<file path="src/rtl/adder_pkg.sv">
// Shared definitions for the bit-serial add/subtract unit.
//   state_e   : FSM state encoding (idle / run / done)
//   WIDTH_MAX : largest supported operand width
package adder_pkg;

  localparam int unsigned WIDTH_MAX = 32;

  typedef enum logic [1:0] {
    StIdle = 2'd0,
    StRun  = 2'd1,
    StDone = 2'd2
  } state_e;

endpackage

</file>
<file path="src/rtl/full_adder.sv">
// One-bit full adder cell, reused every cycle by the serial adder.
//   A, B : operand bits
//   Cin  : carry in
//   Y    : sum bit
//   Cout : carry out
module full_adder (
  input  logic A,
  input  logic B,
  input  logic Cin,
  output logic Y,
  output logic Cout
);

  logic p;

  assign p    = A ^ B;
  assign Y    = p ^ Cin;
  assign Cout = (A & B) | (Cin & p);

endmodule

</file>
<file path="src/rtl/serial_adder.sv">
// Bit-serial add/subtract unit. One full-adder cell processes one bit per clock,
// LSB first, with a carry flop between bits. A request is taken with start while
// idle; results appear WIDTH cycles later together with a one-cycle done pulse.
//   clk, rst_n : clock, asynchronous active-low reset
//   start      : request, sampled only while idle
//   sub        : 0 = a+b, 1 = a-b (sampled with start)
//   a, b       : operands (sampled with start)
//   busy       : high from the cycle after acceptance through the done cycle
//   done       : one-cycle pulse when sum/cout/ovf update
//   sum        : result, held until the next done
//   cout       : carry out of MSB (not-borrow in subtract mode)
//   ovf        : signed overflow
module serial_adder #(
  parameter int unsigned WIDTH = 8
) (
  input  logic             clk,
  input  logic             rst_n,
  input  logic             start,
  input  logic             sub,
  input  logic [WIDTH-1:0] a,
  input  logic [WIDTH-1:0] b,
  output logic             busy,
  output logic             done,
  output logic [WIDTH-1:0] sum,
  output logic             cout,
  output logic             ovf
);

  import adder_pkg::*;

  if (WIDTH == 0 || WIDTH > WIDTH_MAX) begin : gen_width_check
    $error("serial_adder: WIDTH must be in 1..%0d", WIDTH_MAX);
  end

  localparam int unsigned CntW = $clog2(WIDTH + 1);
  localparam logic [CntW-1:0] CntLast = CntW'(WIDTH - 1);

  state_e           state_q, state_d;
  logic [CntW-1:0]  cnt_q, cnt_d;
  logic [WIDTH-1:0] a_q, a_d;
  logic [WIDTH-1:0] b_q, b_d;
  logic [WIDTH-1:0] res_q, res_d;
  logic             carry_q, carry_d;
  logic [WIDTH-1:0] sum_q, sum_d;
  logic             cout_q, cout_d;
  logic             ovf_q, ovf_d;
  logic             done_q, done_d;

  logic             fa_y;
  logic             fa_cout;
  logic [WIDTH-1:0] res_shift;

  full_adder u_fa (
    .A    (a_q[0]),
    .B    (b_q[0]),
    .Cin  (carry_q),
    .Y    (fa_y),
    .Cout (fa_cout)
  );

  // Result register fills from the MSB end so the LSB lands at bit 0 after WIDTH shifts.
  always_comb begin
    res_shift            = res_q >> 1;
    res_shift[WIDTH-1]   = fa_y;
  end

  always_comb begin
    state_d = state_q;
    cnt_d   = cnt_q;
    a_d     = a_q;
    b_d     = b_q;
    res_d   = res_q;
    carry_d = carry_q;
    sum_d   = sum_q;
    cout_d  = cout_q;
    ovf_d   = ovf_q;
    done_d  = 1'b0;

    case (state_q)
      StIdle: begin
        if (start) begin
          state_d = StRun;
          a_d     = a;
          // Subtraction as a + ~b + 1: the +1 enters through the initial carry.
          b_d     = sub ? ~b : b;
          carry_d = sub;
          cnt_d   = '0;
        end
      end
      StRun: begin
        a_d     = a_q >> 1;
        b_d     = b_q >> 1;
        res_d   = res_shift;
        carry_d = fa_cout;
        cnt_d   = cnt_q + CntW'(1);
        if (cnt_q == CntLast) begin
          state_d = StDone;
          sum_d   = res_shift;
          cout_d  = fa_cout;
          // carry_q here is the carry into the MSB.
          ovf_d   = carry_q ^ fa_cout;
          done_d  = 1'b1;
        end
      end
      StDone: begin
        state_d = StIdle;
      end
      default: begin
        state_d = StIdle;
      end
    endcase
  end

  always_ff @(posedge clk or negedge rst_n) begin
    if (!rst_n) begin
      state_q <= StIdle;
      cnt_q   <= '0;
      a_q     <= '0;
      b_q     <= '0;
      res_q   <= '0;
      carry_q <= 1'b0;
      sum_q   <= '0;
      cout_q  <= 1'b0;
      ovf_q   <= 1'b0;
      done_q  <= 1'b0;
    end else begin
      state_q <= state_d;
      cnt_q   <= cnt_d;
      a_q     <= a_d;
      b_q     <= b_d;
      res_q   <= res_d;
      carry_q <= carry_d;
      sum_q   <= sum_d;
      cout_q  <= cout_d;
      ovf_q   <= ovf_d;
      done_q  <= done_d;
    end
  end

  assign busy = (state_q != StIdle);
  assign done = done_q;
  assign sum  = sum_q;
  assign cout = cout_q;
  assign ovf  = ovf_q;

endmodule
</file>
<file path="config.mk">
export PLATFORM = sky130hd
export DESIGN_NAME = serial_adder
export DESIGN_NICKNAME = d
export VERILOG_FILES = /design/src/rtl/adder_pkg.sv /design/src/rtl/full_adder.sv /design/src/rtl/serial_adder.sv
export SDC_FILE = /design/constraint.sdc
export NUM_CORES = 1
export LEC_CHECK = 0
export BUFFER_PORTS_ARGS = -buffer_cell sky130_fd_sc_hd__buf_2
export CAP_MARGIN = 30
export CORE_MARGIN = 1
export CORE_UTILIZATION = 30
export DETAILED_ROUTE_END_ITERATION = 12
export PLACE_DENSITY_LB_ADDON = 0.15
export SETUP_SLACK_MARGIN = 0.4
export SKIP_LAST_GASP = 1
export SLEW_MARGIN = 20
export SYNTH_ARGS = -nofsm -noshare
export SYNTH_HDL_FRONTEND = slang
export SYNTH_SLANG_ARGS = --single-unit
export TNS_END_PERCENT = 50
</file>
<file path="constraint.sdc">
create_clock -name clk -period 3.65 [get_ports clk]
set_input_delay 0.365 -clock clk [delete_from_list [all_inputs] [get_ports clk]]
set_output_delay 0.365 -clock clk [all_outputs]
set_load 0.005 [all_outputs]
</file>
==> Yosys cells after proc, flatten, opt, wreduce, memory -nomap -nowiden <==
Index checks and enable logic that the tools add are counted.
{ "word_totals": {"reg_bits": 42, "word_cells": 42} }
{ "op_classes": {"n_addsub": 1, "n_eq_ne": 4, "muxes": 14, "n_bitwise": 7, "n_reduce_logical": 6} }
{ "op_table": {"columns": ["cell", "n"], "rows": [
  ["one-hot mux 8 bit (2 select lines)", 2],
  ["2-to-1 mux 8 bit", 3],
  ["inverter 8 bit", 1],
  ["one-hot mux 4 bit (2 select lines)", 1],
  ["AND reduction 2 bit", 3],
  ["adder 4 x 1 -> 4 bit, second input constant", 1],
  ["equality test 4 x 3 -> 1 bit, second input constant", 1],
  ["2-to-1 mux 2 bit", 2],
  ["2-to-1 mux 4 bit", 1],
  ["!= test 2 bit, second input constant", 2],
  ["one-hot mux 2 bit (2 select lines)", 1],
  ["nonzero test 2 bit", 2],
  ["2-to-1 mux 1 bit", 3],
  ["bitwise XOR 1 bit", 3],
  ["AND 1 bit", 2],
  ["equality test 2 x 1 -> 1 bit, second input constant", 1],
  ["zero test 2 bit", 1],
  ["one-hot mux 1 bit (2 select lines)", 1],
  ["OR 1 bit", 1]
]} }

==> Longest topological paths before layout <==
Gate-level depths: netlist of run 1.
{ "logic_depth": {"ltp_word": 4, "ltp_mapped": 5} }

==> Modules after synthesis <==
A second synthesis of run 1 with hierarchy kept.
{ "unflattened": {"cells_unflattened": 163, "area_unflattened_um2": 1869.3} }
{ "by_module_without_submodules": {"columns": ["module", "instances", "cells_per_inst", "area_each_um2", "seq_area_each_um2"], "rows": [
  ["serial_adder", 1, 162, 1849.3, 1026.0],
  ["full_adder", 1, 1, 20.0, 0.0]
]} }

==> Worst setup path after synthesis of run 1 <==
Ideal clock, no wire load.
{ "synth_timing": {"path_type": "register to register", "from": "register carry_q", "to": "register ovf_q, in the netlist ovf", "setup_time_ns": 0.125, "arrival_ns": 1.277, "required_ns": 3.525, "setup_slack_ns": 2.248, "path_stages_with_launch": 4, "path_buffers": 0, "path_cell_list": "dfrtp_1 fa_1 xor2_1 mux2_4"} }
{ "synth_via": {"elab_chain_len": 3} }
{ "synth_lines": {"columns": ["element", "line", "text"], "rows": [
  ["start: declaration", "serial_adder.sv:43", "logic carry_q, carry_d;"],
  ["start signal: assignment", "serial_adder.sv:132", "carry_q <= carry_d;"],
  ["AND 1 bit", "full_adder.sv:18", "assign Cout = (A & B) | (Cin & p);"],
  ["OR 1 bit", "full_adder.sv:18", null],
  ["via fa_cout", "serial_adder.sv:50", "logic fa_cout;"],
  ["bitwise XOR 1 bit", "serial_adder.sv:101", "ovf_d = carry_q ^ fa_cout;"],
  ["end signal: assignment", "serial_adder.sv:135", "ovf_q <= ovf_d;"],
  ["end: declaration", "serial_adder.sv:46", "logic ovf_q, ovf_d;"]
]} }
The timed path passes the listed nets, and every way through them passes these cells.
A chain may end at the register's enable or synchronous reset.

==> Final worst setup path of run 1 <==
{ "layout_timing": {"from": "register state_q[0]", "to": "register sum_q[0], in the netlist sum[0]"} }
{ "layout_via": {"elab_chain_len": 2} }
{ "layout_lines": {"columns": ["element", "line", "text"], "rows": [
  ["start: declaration", "serial_adder.sv:38", "state_e state_q, state_d;"],
  ["start signal: assignment", "serial_adder.sv:116", "state_q <= StIdle;"],
  ["start signal: assignment", "serial_adder.sv:127", "state_q <= state_d;"],
  ["equality test 2 x 1 -> 1 bit", "serial_adder.sv:79", "case (state_q)"],
  ["AND reduction 2 bit (no source line)", null, null],
  ["end signal: assignment", "serial_adder.sv:133", "sum_q <= sum_d;"],
  ["end: declaration", "serial_adder.sv:44", "logic [WIDTH-1:0] sum_q, sum_d;"]
]} }
Every way passes these cells.

==> results of run 1 <==
synthesized netlist by cell type, drive strengths merged:
library cell,instances,area (um2)
o31ai,1,7.510
a31oi,2,12.51
nor3,2,21.27
dfrtp,41,1026
buf,8,52.55
ha,1,12.51
nor2b,3,26.27
xor2,2,17.52
nand3,1,5.000
and2b,1,7.510
nand2b,2,20.02
a22o,2,17.52
nand2,33,123.9
xnor2,7,61.31
a221o,7,70.07
mux2i,1,10.01
a21oi,3,15.01
mux2,10,146.4
inv,1,3.750
fa,1,20.02
nor2,8,30.03
or2,1,6.260
clkbuf,2,8.750
and3b,2,17.52
o21ai,11,55.05
and2,1,6.260
or3b,1,8.760
a22oi,7,52.55
o21bai,1,7.510
final cells by class:
type	count	area, um2
multi-input cells	111	778.2
clock buffers	5	68.82
well taps	75	93.84
flip-flops and latches	41	1026
repair buffers	34	192.7
inverters	1	3.754
fillers	606	3727
clock inverters	3	65.06
metrics by stage:
| stage | hold slack, ps | area (um2) | cells | setup WS (ps) | power [W] |
|---|---|---|---|---|---|
| detailed placement | 480.6 | 2064 | 260 | 1555 | 0.001434 |
| finish | 371.9 | 2228 | 270 | 1581 | 0.001841 |
| CTS | 230.6 | 2198 | 268 | 1549 | 0.001872 |
| global placement | 473.8 | 2064 | 260 | 1645 | 0.001399 |
| floorplan | 69.41 | 1869 | 163 | 2248 | 0.001258 |
| global route | 387.1 | 2228 | 270 | 1447 | 0.001991 |
flip-flops by register name, summed over array words and instances (netlist names):
name,flops
a_q,8
b_q,8
carry_q,1
cnt_q,4
cout,1
done,1
ovf,1
res_q,7
state_q,2
sum,8
worst paths after layout:
path                             from  endpoint
min reg2reg                    a_q[1]    a_q[1]
max in group asynchronous       rst_n    b_q[0]
max                        state_q[0]    sum[0]
max reg2reg                state_q[0]    sum[0]
min in group asynchronous       rst_n    sum[0]
min                              a[7]    a_q[7]
metal layers:
metal	up-vias	global-route usage [%]	part of all wire (%)
met4	0	4.821	1.2
met3	6	3.708	4.7
li1	624	-	-
met5	-	0	0
met2	29	20.76	47
met1	636	15.48	47
where the power goes:
part,switching [W],internal [W]
clock network,0.000159,0.000272
logic,0.000290,0.000316
registers,0.000165,0.000639
cell families after synthesis:
family | after synthesis | share of synthesized area [%]
and+or+nand+nor | 55 | 14.59
DFF | 41 | 54.89
AOI/OAI and AO/OA | 34 | 12.72
buffers and inverters | 11 | 3.480
muxes | 11 | 8.367
xor gates and xnor gates | 9 | 4.217
adders and majority gates | 2 | 1.740
worst min-delay path, delay by kind of cell:
kind,cells,cell delay (ps)
buffers and inverters,1,80
AO/OA/AOI/OAI,2,180
what timing repair did:
item / 4_1_cts / 5_1_grt
hold buffers: 0 / 1
hold endpoints to repair: 0 / 12
resized for setup: 0 / 0
==> key figures, run 1 <==
Synthesis
  • Syn_nets: 185
  • Post-Synthesis Cells: 163
  • Cell Area, Synth: 1869 um2
  • Synth Area per Inst: 11.47 um2
  • Distinct cells, synth: 35
  • YS warnings: 0
  • Yosys reg bits: 41
  • Sequential area share after synthesis: 54.89%

Critical path
  • WP data required: 3830 ps
  • FF-to-FF path depth: 3
  • Worst Setup End Kind: register
  • Number of cells on the critical path: 3
  • Delay-heaviest family, CP: simple AND/OR/NAND/NOR gates
  • Flop2flop setup slack: 1580 ps
  • Critical path fanouts, max: 21
  • Slowest cell on the critical path: dfrtp_1
  • Arrival @ worst endpoint: 2250 ps
  • Critical path cell sequence: nand2b_4 -> nor3_4 -> mux2_2
  • Crit path launch type: register
  • Crit path kind: reg -> reg
  • CP max stage delay: 770 ps
  • Buffers & Inverters on Critical Path: 0

Finish
  • Antenna diodes: 0
  • Commonest non-fill, non-tap cell in the layout: dfrtp_1
  • Final nets: 216
  • Core Util, Final: 37.42%
  • Layout area overhead: 19.21%
  • Share of cells above drive strength 1: 28.21%
  • Most frequent cells in the layout: dfrtp_1 (41), nand2_1 (33), buf_2 (31)

Global routing
  • Antenna violations before repair: 0
  • Gr usage total: 12.60%
  • Gr ovfl total: 0
  • First-pass GRT wire length: 6147 um
  • Vias in the first global route: 1301
  • Pin count of the biggest net entering global routing: 42

Pwr
  • PwrDens: 826.1 nW/um2
  • Worst ir drop on vdd: 263.9 uV
  • Pleak: 1.074 nW

Status
  • Status: finished clean

CTS
  • Clock Pin Slew Worst Setup and Hold Paths: 80 ps
  • Post-CTS Setup Inserts: 0
  • Worst-case clock buffer depth: 2
  • TritonCTS clock tree: built
  • H-tree depth: 2
  • Worst skew pair latency: 290 ps
  • CTS Buf Count: 5
  • Clock sink total: 41
  • Root Buffer: clkbuf_8

Drt
  • Drc violations: 0
  • Vias per std cell: 4.796
  • Per-cell routed wire length: 13.59 um
  • DRT iter0 DRCs: 44
  • Total wire length: 3669 um
  • Post-route ant nets: 0
  • Drt pass-1 iters: 4
  • Vias: 1295

Timing
  • Max-slew violation count: 0
  • Fin Clk Skew: 7.897 ps
  • RSZ-0062 raised after global routing: false
  • Slew Limit Headroom: 55.85%
  • Crit path time final: 2069 ps
  • Final worst-path cycle share: 56.69%
  • Max Clock Freq: 483.3 MHz
  • Fin. Hold Viols: 0
  • Worst-Margin Slew: 662.2 ps
  • Setup TNS: 0 ps
  • Setup-failing EPs final: 0

Hold path
  • Worst Hold Class: in -> reg
  • Worst Hold Depth: 3

Floorplan
  • Core Box Area: 5956 um2
  • Initial core utilization: 31.39%
  • Row count: 28
  • Die area: 6550 um2
  • IO Count: 32
  • Die Width: 80.94 um
  • Die H: 80.94 um

Placement
  • GPL Wtd Cong: 0.7347
  • Number of port buffers: 31
  • HPWL after detailed placement: 2553 um

Flow run
  • Max-cap viol count: 0
Power figures use the tool's default switching activity.
==> inputs of run 2 (changes only) <==
--- a/config.mk
+++ b/config.mk
@@ -5,6 +5,7 @@
 export SDC_FILE = /design/constraint.sdc
 export NUM_CORES = 1
 export LEC_CHECK = 0
+export ABC_AREA = 1
 export BUFFER_PORTS_ARGS = -buffer_cell sky130_fd_sc_hd__buf_2
 export CAP_MARGIN = 30
 export CORE_MARGIN = 1
==> constraint.sdc (replaced) <==
create_clock -name clk -period 2.1 [get_ports clk]
set_input_delay 0.21 -clock clk [delete_from_list [all_inputs] [get_ports clk]]
set_output_delay 0.21 -clock clk [all_outputs]
set_load 0.005 [all_outputs]
==> run 2 against run 1 <==
Net effect:
- the flow now finishes with violations (negative hold slack)
- via count is 16% higher
- non-clock buffer count is 2 lower
- critical path depth is 3 higher
- largest cell class unchanged
- largest power group unchanged
==> key figures, run 2 <==
Synthesis
  • Yosys reg bits: 41
  • Distinct cells, synth: 21
  • Synth Area per Inst: 8.341 um2
  • Compound-Gate Fraction of Synth Area: 2.632%
  • Sequential area share after synthesis: 53.95%
  • Post-Synthesis Cells: 228
  • Top FF cell, synth: dfrtp_1
  • Xor/xnor share of the synthesized area: 0.9211%
  • Synth top cells by count: nand2_1 (100), dfrtp_1 (41), nand3_1 (38)
  • Post-synth ARST share: 100.0%
  • Top cells by area, synth: dfrtp_1 (54%), nand2_1 (20%), nand3_1 (10%)
  • Syn_nets: 250
  • Main combinational cell family by area after synthesis: simple AND/OR/NAND/NOR gates
  • Post-synth EDFFs: 0
  • Top-count cell post-synth: nand2_1
  • Post-synth top area share: 53.95%
  • Mux cell area share after synthesis: 0%
  • Cell Area, Synth: 1902 um2
  • Top cell type by total area after synthesis: dfrtp_1
  • Adder-cell share of the synthesized area: 1.711%
  • Post-Synth Simple-Gate Area: 33.42%
  • YS warnings: 0

Critical path
  • Critical path fanouts, max: 33
  • Worst Setup End Kind: register
  • CP max stage delay: 400 ps
  • Slowest cell on the critical path: dfrtp_1
  • Crit path launch type: register
  • WP data required: 2280 ps
  • Arrival @ worst endpoint: 1570 ps
  • Critical path cell sequence: inv_2 -> nand2_4 -> inv_4 -> nand2_4 -> nand2_1 -> nand2_1
  • Crit path kind: reg -> reg

Finish
  • Filler instances: 671
  • Sequential cell area: 1026 um2
  • Final std cells w/o fill: 332
  • Final nets: 279
  • Layout area overhead: 13.95%
  • Share of cells above drive strength 1: 18.29%
  • Post-Layout Inst Area: 2167 um2
  • Antenna diodes: 0
  • Most frequent cells in the layout: nand2_1 (100), dfrtp_1 (41), nand3_1 (38)
  • Commonest non-fill, non-tap cell in the layout: nand2_1
  • Multi-input gate area: 735.7 um2

Floorplan
  • Row count: 28
  • Core Box Area: 6026 um2
  • IO Count: 32
  • Initial core utilization: 31.56%
  • Die H: 81.62 um
  • Die Width: 81.62 um
  • Die area: 6662 um2

Global routing
  • Gr ovfl total: 0
  • First-pass GRT wire length: 6492 um
  • Antenna violations before repair: 0
  • Vias in the first global route: 1409
  • Gr usage total: 13.07%
  • Pin count of the biggest net entering global routing: 42

Drt
  • Vias per std cell: 4.527
  • Drt pass-1 iters: 4
  • Vias: 1503
  • DRT iter0 DRCs: 55
  • Total wire length: 3758 um
  • Drc violations: 0
  • Per-cell routed wire length: 11.32 um
  • Post-route ant nets: 0

CTS
  • Number of cells upsized or downsized after cts: 0
  • Clock sink total: 41
  • TritonCTS clock tree: built
  • Clock Pin Slew Worst Setup and Hold Paths: 80 ps
  • Worst-case clock buffer depth: 2
  • CTS Buf Count: 5
  • # hold bufs at CTS: 0
  • Post-CTS Setup Inserts: 0
  • Worst skew pair latency: 290 ps
  • H-tree depth: 2
  • Root Buffer: clkbuf_8

Timing
  • Setup ws final: 704.9 ps
  • Slew Limit Headroom: 53.36%
  • Setup-failing EPs final: 0
  • Fin. Hold Viols: 41
  • Fin Clk Skew: 6.265 ps
  • Max Clock Freq: 716.8 MHz
  • Setup TNS: 0 ps
  • RSZ-0062 raised after global routing: false
  • Crit path time final: 1395 ps
  • Max-slew violation count: 0
  • Minimum hold slack: -21.02 ps
  • Worst-Margin Slew: 697.9 ps
  • Final worst-path cycle share: 66.43%

Pwr
  • Worst ir drop on vdd: 620.9 uV
  • Power share of the sequential group: 47.8%
  • P_sw: 0.001041 W
  • Comb power frac: 33.7%
  • PwrDens: 1284 nW/um2
  • Internal power: 0.001740 W
  • Clock Power Share: 18.4%
  • Sw frac: 37.43%
  • Pleak: 1.165 nW
  • Total Power: 0.002781 W

Placement
  • Place WS: 679.4 ps
  • HPWL after detailed placement: 2473 um
  • DP Cell Count: 325
  • Placed Area: 2081 um2
  • Number of port buffers: 31
  • GPL Wtd Cong: 0.7185

Status
  • Status: finished, violations left
  • Failing checks: negative hold slack

Flow run
  • Max-cap viol count: 0

Hold path
  • Worst Hold Class: in -> async
==> run 2: changes by cell type after synthesis, moves of 3 or more <==
| cell | delta |
|---|---|
| o21ai_0 | -4 |
| inv_1 | +12 |
| a22oi_1 | -7 |
| xnor2_1 | -6 |
| o21ai_1 | +3 |
| nor2_1 | -6 |
| mux2_4 | -9 |
| a21oi_1 | -3 |
| a221o_1 | -7 |
| nand2_1 | +67 |
| nand3_1 | +37 |
==> run 2: final cells by class <==
cell class	count	share of cell area, %
multi-input cells	161	33.95
repair buffers	32	7.506
clock buffers	7	3.984
flip-flops and latches	41	47.34
well taps	75	4.330
inverters	16	2.887
==> run 2: worst paths after layout <==
path                            start  endpoint  slack, ps  depth (start not counted)
min reg2reg                  res_q[3]    sum[2]        470                          2
min in group clk                 a[7]    a_q[7]        120                          3
max in group asynchronous       rst_n    a_q[4]       1760                          2
max reg2reg                state_q[1]    sum[1]        700                          6
min                             rst_n  cnt_q[3]        -20                          2
max                        state_q[1]    sum[1]        700                          6
==> run 2: cell families after synthesis <==
kind of cell / Yosys count
AND/OR/NAND/NOR: 147
adder cells (fa/ha/maj): 2
XOR/XNOR: 2
flip-flops: 41
buffers and inverters: 26
AO/OA/AOI/OAI: 10
==> run 2: worst max-delay path, delay by kind of cell (launching register included) <==
kind | cells | cell delay [ps]
and+or+nand+nor | 4 | 490
buffers and inverters | 2 | 380
DFF | 1 | 400
==> run 2: power groups by stage <==
stage               Clock (W)  Sequential, W  Combinational (W)
floorplan                   0        0.00132           0.000752
CTS                  0.000528        0.00133           0.000969
global placement            0        0.00135           0.000946
detailed placement          0        0.00134           0.000968
global route         0.000567        0.00138            0.00113
finish               0.000513        0.00133           0.000939
==> run 2: routing by layer <==
metal,global-route usage [%],up-vias,share of wire (%)
met1,16.92,694,50
li1,-,778,-
met2,20.92,26,45
met3,3.111,5,3.9
met4,5.263,0,1.3
met5,0,-,0
==> run 2: stage by stage <==
stage          hold WS (ps)  util, %
6_report             -21.02    35.96
3_5_place_dp          314.1    34.53
3_3_place_gp          314.9    34.53
5_1_grt               34.77    35.96
4_1_cts               4.458    35.96
2_1_floorplan        -85.59        -
==> inputs of run 3 (changes only) <==
--- a/config.mk
+++ b/config.mk
@@ -5,7 +5,7 @@
 export SDC_FILE = /design/constraint.sdc
 export NUM_CORES = 1
 export LEC_CHECK = 0
-export ABC_AREA = 1
+export ABC_AREA = 0
 export BUFFER_PORTS_ARGS = -buffer_cell sky130_fd_sc_hd__buf_2
 export CAP_MARGIN = 30
 export CORE_MARGIN = 1
==> constraint.sdc (replaced) <==
create_clock -name clk -period 1.4 [get_ports clk]
set_input_delay 0.14 -clock clk [delete_from_list [all_inputs] [get_ports clk]]
set_output_delay 0.14 -clock clk [all_outputs]
set_load 0.005 [all_outputs]
==> run 3 against run 2 <==
Net effect:
- the run ends with negative setup slack left
- clock power rose by 39%
- global-route usage fell by 0.37 points
- combinational power rose to 3.0 times the previous value
- maximum frequency fell by 1.5%
- core utilization rose by 7.4 points
- non-clock buffer count rose by 36
- final cell count fell by 8.7%
- die area fell by 1.7%
- clock-buffer cell count fell by 1
- critical path depth fell by 1
- sequential power rose by 49%
- setup slack got worse by 720 ps
- critical endpoint is now sum[0]
- largest cell class unchanged
- largest power group is now combinational logic
==> key figures, run 3 (synthesized netlist as in run 1, its figures left out) <==
CTS
  • Clock sink total: 41
  • Clock Pin Slew Worst Setup and Hold Paths: 80 ps
  • Worst skew pair latency: 290 ps
  • TritonCTS clock tree: built
  • Worst-case clock buffer depth: 2
  • H-tree depth: 2
  • Root Buffer: clkbuf_8
  • CTS Buf Count: 5

Pwr
  • Sw frac: 33.31%
  • Total Power: 0.005468 W
  • Internal power: 0.003647 W
  • Comb power frac: 50.8%
  • Clock Power Share: 13.0%
  • P_sw: 0.001821 W
  • Worst ir drop on vdd: 843.1 uV
  • PwrDens: 2116 nW/um2
  • Pleak: 1.264 nW
  • Power share of the sequential group: 36.2%

Drt
  • Drc violations: 0
  • Post-route ant nets: 0
  • Per-cell routed wire length: 13.09 um
  • Drt pass-1 iters: 4
  • Vias: 1414
  • Total wire length: 3965 um
  • DRT iter0 DRCs: 47
  • Vias per std cell: 4.667

Finish
  • Filler instances: 570
  • Post-Layout Inst Area: 2584 um2
  • Layout area overhead: 38.22%
  • Final std cells w/o fill: 303
  • Commonest non-fill, non-tap cell in the layout: dfrtp_1
  • Share of cells above drive strength 1: 43.86%
  • Final nets: 250
  • Antenna diodes: 0
  • Most frequent cells in the layout: dfrtp_1 (40), nand2_1 (32), buf_2 (30)

Critical path
  • Crit path kind: reg -> reg
  • CP Launch Point: cnt_q[0]
  • Worst Setup End Kind: register
  • Worst r2r src: cnt_q[0]
  • Arrival @ worst endpoint: 1580 ps
  • Critical path fanouts, max: 11
  • WP data required: 1570 ps
  • Crit path launch type: register
  • Critical path cell sequence: ha_2 -> nand2_2 -> nor3_4 -> buf_12 -> mux2_2
  • Slowest cell on the critical path: dfrtp_1
  • CP max stage delay: 370 ps

Timing
  • Crit path time final: 1416 ps
  • Setup-failing EPs final: 2
  • Setup ws final: -15.87 ps
  • Fin. Hold Viols: 0
  • Max Clock Freq: 706.3 MHz
  • Max-slew violation count: 0
  • Final worst-path cycle share: 101.1%
  • RSZ-0062 raised after global routing: true
  • Slew Limit Headroom: 78.69%
  • Setup TNS: -31.21 ps
  • Worst-Margin Slew: 319.7 ps
  • Fin Clk Skew: 13.40 ps

Placement
  • HPWL after detailed placement: 2837 um
  • Placed Area: 2265 um2
  • DP Cell Count: 280
  • GPL Wtd Cong: 0.7295
  • Number of port buffers: 31

Floorplan
  • Die area: 6550 um2
  • Die Width: 80.94 um
  • IO Count: 32
  • Core Box Area: 5956 um2
  • Row count: 28
  • Initial core utilization: 31.39%
  • Die H: 80.94 um

Global routing
  • First-pass GRT wire length: 6223 um
  • Vias in the first global route: 1335
  • Gr ovfl total: 0
  • Gr usage total: 12.69%
  • Antenna violations before repair: 0
  • Pin count of the biggest net entering global routing: 22

Hold path
  • Worst Hold Class: in -> reg
  • Hold_sp: a[5]

Status
  • Status: finished, violations left
  • Failing checks: negative setup slack

Flow run
  • Max-cap viol count: 0
-- run 3: metal layers --
metal	wire, um	part of all wire [%]	track usage (%)
met2	1979	50	21.76
met3	175	4.4	3.146
met1	1764	44	15.49
met5	0	0	0
met4	46	1.2	4.286
-- run 3: metrics by stage --
step	util, %	setup slack (ps)	hold slack, ps
global placement	38.03	35.13	58.73
finish	43.38	-15.87	140.1
CTS	40.67	-30.81	142.7
detailed placement	38.03	-2.656	50.90
global route	43.38	-85.99	167.3
floorplan	-	34.56	-155.6
-- run 3: critical path, delay by kind of cell (launching register included) --
kind / cells / cell delay [ps]
buffers and inverters: 1 / 170
muxes: 1 / 330
adders and majority gates: 1 / 200
and+or+nand+nor: 2 / 230
DFF: 1 / 370
-- run 3: worst paths after layout --
| check | end | slack (ps) | cells past startpoint |
|---|---|---|---|
| worst max-delay path | sum[0] | -20 | 5 |
| worst min-delay path | a_q[5] | 140 | 3 |
| worst max register to register | sum[0] | -20 | 5 |
| worst min register to register | res_q[1] | 470 | 2 |
| max in group asynchronous | a_q[7] | 660 | 3 |
| min in group asynchronous | cnt_q[2] | 270 | 2 |
-- run 3: what timing repair did --
item | CTS | global route
setup buffers | 3 | 11
gates cloned | 0 | 1
pin swaps | 7 | 7
gates resized for setup | 12 | 15
hold endpoints to repair | 11 | 0
setup endpoints to repair | 41 | 42
hold buffers | 1 | 0
-- run 3: power by group through the flow --
stage / logic [W] / registers, W / clock network, W
CTS: 0.00236 / 0.00199 / 0.000742
global placement: 0.00211 / 0.00199 / 0
finish: 0.00278 / 0.00198 / 0.000712
floorplan: 0.00136 / 0.00198 / 0
global route: 0.00303 / 0.00205 / 0.000786
detailed placement: 0.00218 / 0.00201 / 0
-- run 3: final cells by class --
class                      instances  area, um2  share of cell area [%]
clock inverter                     1      5.005                  0.1937
clock buffer                       6      72.57                   2.809
tap                               75      93.84                   3.632
sequential                        41       1027                   39.76
inverter                           1      3.754                  0.1453
multi-input combinational        111      835.8                   32.35
timing repair buffer              68      545.5                   21.11
